$ cat config.mk
export PLATFORM = sky130hd
export DESIGN_NAME = ret_shadow_stack
export DESIGN_NICKNAME = d
export VERILOG_FILES = /design/src/rtl/ret_shadow_stack_pkg.sv /design/src/rtl/ret_shadow_stack_lifo_mem.sv /design/src/rtl/ret_shadow_stack.sv
export SDC_FILE = /design/constraint.sdc
export NUM_CORES = 1
export LEC_CHECK = 0
export ABC_CLOCK_PERIOD_IN_PS = 14500
export CORE_MARGIN = 2
export CORE_UTILIZATION = 45
export DETAILED_ROUTE_END_ITERATION = 8
export PLACE_DENSITY = 0.71
export RECOVER_POWER = 50
export SETUP_SLACK_MARGIN = 0.2
export SLEW_MARGIN = 25
export SYNTH_ARGS = -nofsm -noshare
export SYNTH_HDL_FRONTEND = slang
export SYNTH_SLANG_ARGS = --single-unit
$ cat constraint.sdc
create_clock -name clk_i -period 14.5 [get_ports clk_i]
set_clock_uncertainty 0.1 [all_clocks]
set_input_delay 2.9 -clock clk_i [delete_from_list [all_inputs] [get_ports clk_i]]
set_output_delay 2.9 -clock clk_i [all_outputs]
set_load 0.1 [all_outputs]
$ cat src/rtl/ret_shadow_stack_pkg.sv
// Shared types and defaults for the return-address shadow stack.
package ret_shadow_stack_pkg;

  localparam int unsigned RSS_VLEN  = 64;
  localparam int unsigned RSS_DEPTH = 16;

  typedef enum logic [1:0] {
    RSS_RUN,
    RSS_FLUSH,
    RSS_CRASH
  } rss_state_e;

  typedef struct packed {
    logic                call;
    logic                ret;
    logic [RSS_VLEN-1:0] link;
    logic [RSS_VLEN-1:0] target;
  } rss_event_t;

endpackage

$ cat src/rtl/ret_shadow_stack_lifo_mem.sv
// Circular LIFO storage: push/pop/overwrite-oldest with a registered top-of-stack.
module rss_lifo_mem #(
  parameter int unsigned DEPTH = 16,
  parameter int unsigned VLEN  = 64,
  localparam int unsigned AW   = $clog2(DEPTH),
  localparam int unsigned CW   = AW + 1
) (
  input  logic            clk_i,
  input  logic            rst_i,
  input  logic            clear_i,
  input  logic            push_i,
  input  logic            pop_i,
  input  logic [VLEN-1:0] data_i,
  output logic [VLEN-1:0] top_o,
  output logic [CW-1:0]   cnt_o,
  output logic            full_o,
  output logic            empty_o
);

  logic [VLEN-1:0] mem_q [DEPTH];
  logic [VLEN-1:0] top_q;
  logic [AW-1:0]   wp_q;
  logic [AW-1:0]   wp_m1;
  logic [AW-1:0]   wp_m2;
  logic [CW-1:0]   cnt_q;

  assign wp_m1   = wp_q - AW'(1);
  assign wp_m2   = wp_q - AW'(2);
  assign full_o  = (cnt_q == CW'(DEPTH));
  assign empty_o = (cnt_q == '0);
  assign cnt_o   = cnt_q;
  assign top_o   = top_q;

  always_ff @(posedge clk_i) begin
    if (rst_i || clear_i) begin
      wp_q  <= '0;
      cnt_q <= '0;
    end else if (push_i && !pop_i) begin
      wp_q <= wp_q + AW'(1);
      if (!full_o) cnt_q <= cnt_q + CW'(1);
    end else if (pop_i && !push_i) begin
      wp_q  <= wp_m1;
      cnt_q <= cnt_q - CW'(1);
    end
  end

  // Pop+push replaces the top slot in place; a push when full overwrites the oldest.
  always_ff @(posedge clk_i) begin
    if (!rst_i && !clear_i) begin
      if (push_i && pop_i) mem_q[wp_m1] <= data_i;
      else if (push_i)     mem_q[wp_q]  <= data_i;
    end
  end

  always_ff @(posedge clk_i) begin
    if (rst_i)       top_q <= '0;
    else if (push_i) top_q <= data_i;
    else if (pop_i)  top_q <= mem_q[wp_m2];
  end

endmodule

$ cat src/rtl/ret_shadow_stack.sv
// Shadow return-address stack with sticky crash request.
// Optional RSS_STATS_EN adds saturating call/return/violation counters.
module ret_shadow_stack
  import ret_shadow_stack_pkg::*;
#(
  parameter int unsigned DEPTH  = RSS_DEPTH,
  parameter int unsigned VLEN   = RSS_VLEN,
  parameter int unsigned DROP_W = 8,
  localparam int unsigned CW    = $clog2(DEPTH) + 1
) (
  input  logic              clk_i,
  input  logic              rst_i,
  input  logic              en_i,
  input  logic              flush_i,
  input  logic              call_valid_i,
  input  logic [VLEN-1:0]   call_link_i,
  input  logic              ret_valid_i,
  input  logic [VLEN-1:0]   ret_target_i,
  input  logic              crash_clr_i,
  output logic              mismatch_o,
  output logic              crash_o,
  output logic [CW-1:0]     depth_o,
  output logic [DROP_W-1:0] dropped_o
`ifdef RSS_STATS_EN
  ,
  output logic [31:0]       stat_calls_o,
  output logic [31:0]       stat_rets_o,
  output logic [31:0]       stat_viol_o
`endif
);

  rss_state_e        state_q, state_d;
  logic              mis_q;
  logic [DROP_W-1:0] dropped_q;

  logic [VLEN-1:0]   top;
  logic [CW-1:0]     cnt;
  logic              full, empty;
  logic              accept, do_call, do_ret, pop, clear;
  logic              viol, drop_inc, drop_dec;

  assign accept   = (state_q == RSS_RUN) && !flush_i;
  assign do_call  = accept && call_valid_i;
  assign do_ret   = accept && ret_valid_i;
  assign pop      = do_ret && !empty;
  assign clear    = ((state_q == RSS_RUN) && flush_i) ||
                    ((state_q == RSS_CRASH) && crash_clr_i);
  // Empty stack: returns first unwind dropped entries unchecked, then underflow.
  assign viol     = do_ret && (empty ? (dropped_q == '0) : (ret_target_i != top));
  assign drop_dec = do_ret && empty && (dropped_q != '0);
  assign drop_inc = do_call && full && !do_ret;

  rss_lifo_mem #(
    .DEPTH(DEPTH),
    .VLEN (VLEN)
  ) u_mem (
    .clk_i  (clk_i),
    .rst_i  (rst_i),
    .clear_i(clear),
    .push_i (do_call),
    .pop_i  (pop),
    .data_i (call_link_i),
    .top_o  (top),
    .cnt_o  (cnt),
    .full_o (full),
    .empty_o(empty)
  );

  always_comb begin
    state_d = state_q;
    unique case (state_q)
      RSS_RUN: begin
        if (flush_i)           state_d = RSS_FLUSH;
        else if (viol && en_i) state_d = RSS_CRASH;
      end
      RSS_FLUSH: state_d = RSS_RUN;
      RSS_CRASH: if (crash_clr_i) state_d = RSS_RUN;
      default:   state_d = RSS_RUN;
    endcase
  end

  always_ff @(posedge clk_i) begin
    if (rst_i) begin
      state_q   <= RSS_RUN;
      mis_q     <= 1'b0;
      dropped_q <= '0;
    end else begin
      state_q <= state_d;
      mis_q   <= viol && en_i;
      if (clear)                                dropped_q <= '0;
      else if (drop_inc && (dropped_q != '1))   dropped_q <= dropped_q + DROP_W'(1);
      else if (drop_dec)                        dropped_q <= dropped_q - DROP_W'(1);
    end
  end

  assign mismatch_o = mis_q;
  assign crash_o    = (state_q == RSS_CRASH);
  assign depth_o    = cnt;
  assign dropped_o  = dropped_q;

`ifdef RSS_STATS_EN
  logic [31:0] calls_q, rets_q, viols_q;

  always_ff @(posedge clk_i) begin
    if (rst_i) begin
      calls_q <= '0;
      rets_q  <= '0;
      viols_q <= '0;
    end else begin
      if (do_call && (calls_q != '1)) calls_q <= calls_q + 32'd1;
      if (do_ret  && (rets_q  != '1)) rets_q  <= rets_q  + 32'd1;
      if (viol    && (viols_q != '1)) viols_q <= viols_q + 32'd1;
    end
  end

  assign stat_calls_o = calls_q;
  assign stat_rets_o  = rets_q;
  assign stat_viol_o  = viols_q;
`endif

endmodule

# Word level (Yosys, flattened, before mapping)

Memories as Yosys holds them, arrays and structs flattened.
Cells that the tools add are included.

Input port bits: 135
Output and inout port bits: 15
Register bits after elaboration: 84
Word-level logic and storage cells: 82
Memory bits (writable): 1024
Memories: 1

$add $sub $neg: 7
Reduce and logical (&&, ||, !) cells: 37
Muxes and demuxes: 24
Equality and inequality tests: 7

Memory list:

| name        | depth | bits a word | read ports | clocked after Yosys merged registers in | write ports | RTL line                        | RTL |
|---|---|---|---|---|---|---|---|
| u_mem.mem_q | 16    | 64          | 1          | 0                                       | 1           | ret_shadow_stack_lifo_mem.sv:20 | `logic [VLEN-1:0] mem_q [DEPTH];` |

Operator list:

| cell                                                               | number |
|---|---|
| 64-bit two-way mux                                                 | 3 |
| 64-bit != test                                                     | 1 |
| 64-bit OR reduction                                                | 1 |
| 1-bit logical AND                                                  | 17 |
| 8-bit two-way mux                                                  | 2 |
| 5-bit two-way mux                                                  | 3 |
| 4-bit two-way mux                                                  | 3 |
| 1-bit two-way mux                                                  | 9 |
| 8-bit by 1-bit adder with 8-bit output, second input constant      | 1 |
| 8-bit logical NOT                                                  | 1 |
| 8-bit != test, second input constant                               | 1 |
| 8-bit nonzero test                                                 | 1 |
| 8-bit by 1-bit subtractor with 8-bit output, second input constant | 1 |
| 1-bit logical NOT                                                  | 7 |
| 2-bit two-way mux                                                  | 3 |
| 2-bit nonzero test                                                 | 3 |
| 5-bit by 1-bit adder with 5-bit output, second input constant      | 1 |
| 5-bit equality test, second input constant                         | 1 |
| 5-bit logical NOT                                                  | 1 |
| 5-bit by 1-bit subtractor with 5-bit output, second input constant | 1 |
| 4-bit by 1-bit adder with 4-bit output, second input constant      | 1 |
| 2-bit != test, second input constant                               | 2 |
| 2-bit case mux with 2 select lines                                 | 1 |
| 2-bit AND reduction                                                | 2 |
| other kinds (7)                                                    | 8 |

# Logic depth before layout (Yosys ltp)

Word-level depth: 10
Depth in mapped cells: 14
Gate-level depth less buffers: 13

# Modules after synthesis

A second synthesis with hierarchy kept.

Cells, all modules: 2210
Area, all modules: 43505.5 um^2

By module, submodules not included:

| module           | cells an instance | area an instance (um^2) | sequential area each (um^2) | times used |
|---|---|---|---|---|
| rss_lifo_mem     | 2023              | 42007.8                 | 32210.9                     | 1 |
| ret_shadow_stack | 187               | 1497.7                  | 220.2                       | 1 |

# Least setup slack after synthesis

No wires, ideal clock.

Path type: input-to-reg
Start: input flush_i
End: memory u_mem.mem_q[9][0], enable pin
Arrival: 7226 ps
Setup slack: 6688 ps
Setup time: 487 ps
Buffers on the path: 0
Cell stages on the path: 10
Required time: 13913 ps
Cells stage by stage: nor3_1 -> and2_1 -> nor2b_1 -> inv_1 -> ha_1 -> o211ai_1 -> nand3_1 -> xnor2_1 -> nand2_1 -> nor2_1

Cells in the longest elaborated chain, start to end: 10
Elaborated cells on any way between the ends: 20
Classes of those cells: mux (9); reduce/logical (11)

Ends and longest elaborated chain:

| what                                                                    | RTL line                        | RTL |
|---|---|---|
| start, declared                                                         | ret_shadow_stack.sv:14          | `input logic flush_i,` |
| 1-bit logical NOT                                                       | ret_shadow_stack.sv:42          | `assign accept = (state_q == RSS_RUN) && !flush_i;` |
| 1-bit logical AND                                                       | ret_shadow_stack.sv:42          |  |
| 1-bit logical AND                                                       | ret_shadow_stack.sv:44          | `assign do_ret = accept && ret_valid_i;` |
| 1-bit logical AND                                                       | ret_shadow_stack.sv:45          | `assign pop = do_ret && !empty;` |
| 1-bit logical AND                                                       | ret_shadow_stack_lifo_mem.sv:50 | `if (push_i && pop_i) mem_q[wp_m1] <= data_i;` |
| 1-bit two-way mux                                                       | ret_shadow_stack_lifo_mem.sv:50 |  |
| 1-bit two-way mux                                                       | ret_shadow_stack_lifo_mem.sv:49 | `if (!rst_i && !clear_i) begin` |
| 1-bit two-way mux (implied by the code)                                 | ret_shadow_stack_lifo_mem.sv:51 | `else if (push_i) mem_q[wp_q] <= data_i;` |
| 64-bit OR reduction (no source line)                                    | --                              |  |
| 4-bit two-way mux (no source line) or 1-bit two-way mux (tied branches) | --                              |  |
| end, declared                                                           | ret_shadow_stack_lifo_mem.sv:20 |  |

Parallel ways exist; a longest one is shown, timed or not.

# Worst setup path after layout

Start: input flush_i
End: register u_mem.top_q[45] (netlist: u_mem.top_o[45])

Cells in the longest elaborated chain, start to end: 5
Elaborated cells on any way between the ends: 7
Classes of those cells: mux (1); reduce/logical (6)

Ends and longest elaborated chain:

| what                                | RTL line                        | RTL |
|---|---|---|
| 1-bit logical NOT *                 | ret_shadow_stack.sv:42          |  |
| 1-bit logical AND *                 | ret_shadow_stack.sv:42          |  |
| 1-bit logical AND                   | ret_shadow_stack.sv:44          |  |
| 1-bit logical AND                   | ret_shadow_stack.sv:45          |  |
| 2-bit nonzero test (no source line) | --                              |  |
| end signal, assigned                | ret_shadow_stack_lifo_mem.sv:57 | `else if (push_i) top_q <= data_i;` |
| end signal, assigned                | ret_shadow_stack_lifo_mem.sv:58 | `else if (pop_i) top_q <= mem_q[wp_m2];` |
| end, declared                       | ret_shadow_stack_lifo_mem.sv:21 | `logic [VLEN-1:0] top_q;` |

Mark *: on every way between the ends. The rest lies on a longest branch, timed or not.
A chain may end at the register's enable or synchronous reset.

==> results.txt <==
YS warnings: 0
Distinct cell type count after synthesis: 46
Relative slew slack: -214%
Max FO, Critical Path: 83
Type of destination of the critical path: flip-flop
Vias: 21800
Total Neg Setup Slack: 0 ps
Cells after Synth: 2133
Synth Flop Type: edfxtp_1
Fin crit period: 9540 ps
CP Capture Point: u_mem.top_o[45]
Setup WS post-layout: 4960 ps
I/O Buffers: 149
Post-synthesis net count: 2289
Clock root buffer: clkbuf_16
Worst Max-Slew Pin Slew: 4710 ps
Antenna violations before repair: 17
Routed Antenna Nets: 0
Core ar.: 0.0964 mm²
Top post-synthesis cells by count: edfxtp_1, mux4_2, nand2_1
Clk buf depth: 3
Std cell rows: 114
FF+latch count, synth: 1108
Flop2flop setup slack: 7030 ps
Filler Cell Count: 7361
Pre-antenna DRT Iters: 5
Area leader, netlist: edfxtp_1
Die height: 315 µm
I/O Pins: 150
Post-synth EDFFs: 1024
Sequential area share after synthesis: 74.3%
Hold Violations, Final: 0
Status: complete, but fails checks
Post-synth design cell area: 0.0436 mm²
Detailed Route Iter0 Violations: 2852
Resized Gates After CTS: 0
Worst flop-to-flop path startpoint: u_mem.cnt_o[0]
Final-report max-slew violation count: 131
Area contributors post-synth: edfxtp_1, mux4_2, dfxtp_1, a21oi_1, xnor2_1
Final Util: 52.1%
Avg Inst Size Synth: 20.5 µm²
Worst-skew pair later-pin latency: 690 ps
Critical Path Source: flush_i
CTS buffer count: 107
DRT Wirelength: 102000 µm
Power Dens Cells: 142 mW/mm²
Final Cycle Share: 65.8%
HP Class: reg2reg
CP Class: in2reg
Failing checks: capacitance limit, slew limit
Max-cap violations: 2
Largest net degree at the start of global routing: 153
Remaining DRCs: 0
TritonCTS clock tree: yes
Fmax: 105 MHz
Area Overhead vs Synth: 15.2%
# nets final: 2473
CTS Hold Bufs: 0
Routability cong.: 0.780
FFs w/ async S/R, synth: 0%
Initial Util: 45.3%
Synth top area share: 70.5%
Clk sinks: 1108
Clock slew at reported path FFs: 60 ps
Gr ovfl total: 0
Number of cells on the worst hold path: 1
Tot Pwr: 7.13 mW
Die W: 315 µm
RSZ-0062 raised after global routing: no
Post-CTS Setup Repair Bufs: 0
Die area: 0.0995 mm²
Worst IR Drop VDD: 113 µV
GRT Overall Usage: 20.8%
Post-DP HPWL: 58900 µm
Non-Filler Instances: 3684
CTS H-tree depth: 3
Setup violations, final: 0
First-pass GRT wire length: 150000 µm
Most frequent cell after synthesis: edfxtp_1
Worst r2r dst: u_mem.top_o[45]
Fraction of layout cells with a size suffix above 1: 22.8%
Data required, critical path: 14930 ps
Vias per cell: 5.92
Worst setup SP type: input port
Placed insts: 3480
Wire length per cell: 27.7 µm
Vias in the first global route: 22000
Pre-CTS WS: 6590 ps
P_leak: 15.5 nW
R2r worst-path depth: 9
Data arrival, critical path: 9970 ps
[critical path: stages]
cell           delay [ps]
dlygate4sd3_1         570
nor3_1                 90
and2_0                200
nor2b_1               210
inv_1                 120
ha_1                 1350
clkbuf_1             3370
a21oi_1               610
a21oi_1               350
nor2_1                 70
[power breakdown]
part           leakage (nW)  switching (mW)  total (mW)  internal, mW
registers              9.89          0.0404        3.57          3.53
logic                  3.81           0.363       0.664         0.301
clock network          1.79            1.20        2.89          1.69
total                  15.5            1.60        7.13          5.53
[logic make-up after synthesis]
| logic type | after synthesis | share of synthesized area, % |
|---|---|---|
| AOI/OAI and AO/OA | 162 | 1.97 |
| buffers and inverters | 126 | 1.75 |
| muxes | 329 | 16.8 |
| DFF | 1108 | 74.3 |
| and+or+nand+nor | 308 | 2.95 |
| adders and majority gates | 21 | 0.637 |
| xor gates and xnor gates | 79 | 1.60 |
[worst min-delay path by stage]
stage / start / end / slack (ps)
after floorplan: state_q[1] / state_q[0] / 360
after global placement: state_q[1] / state_q[0] / 390
after detailed placement: u_mem.top_o[16] / u_mem.top_o[16] / 400
after CTS: u_mem.top_o[16] / u_mem.top_o[16] / 420
after global routing: u_mem.top_o[19] / u_mem.top_o[19] / 440
final: state_q[1] / state_q[0] / 420
[sequential cells by signal, summed over array words and instances, names as in the netlist]
name         cells
u_mem.cnt_o      5
mismatch_o       1
u_mem.wp_q       4
u_mem.mem_q   1024
state_q          2
dropped_o        8
u_mem.top_o     64
[layer usage]
metal	track usage (%)	vias to the layer above	wire, µm
met5	0	-	56
met1	29.6	11500	41700
met2	32.3	1049	48600
met4	5.30	8	2150
met3	5.36	178	9730
li1	-	9062	-
[area by class of cell]
class,instances,area [µm²],area share [%]
diodes,1,2.50,0.00498
clock buffers,133,2900,5.76
clock inverters,66,820,1.63
inverters,14,52.6,0.105
multi-input cells,899,10600,21.1
flip-flops and latches,1108,32400,64.5
well taps,1276,1600,3.18
repair buffers,187,1870,3.73
[cells in the final DEF (no fill, tap or decap), types with 17 or more instances in the layout]
master              n
mux4_2            314
clkdlybuf4s50_1    70
buf_4              29
clkbuf_1           17
dlygate4sd3_1      78
ha_1               18
nor2_1             93
dfxtp_1            82
edfxtp_1         1024
clkbuf_16         109
xnor2_1            76
clkinv_2           17
nand4_1            19
nand2_1           145
a21oi_1           135
[metrics by stage]
stage                     cell area [µm²]  hold WS (ps)
after floorplan                     43600           361
after global placement              46400           387
after detailed placement            46500           402
after CTS                           50200           417
after global routing                50300           438
final                               50300           415
(Power assumes the default switching activity.)
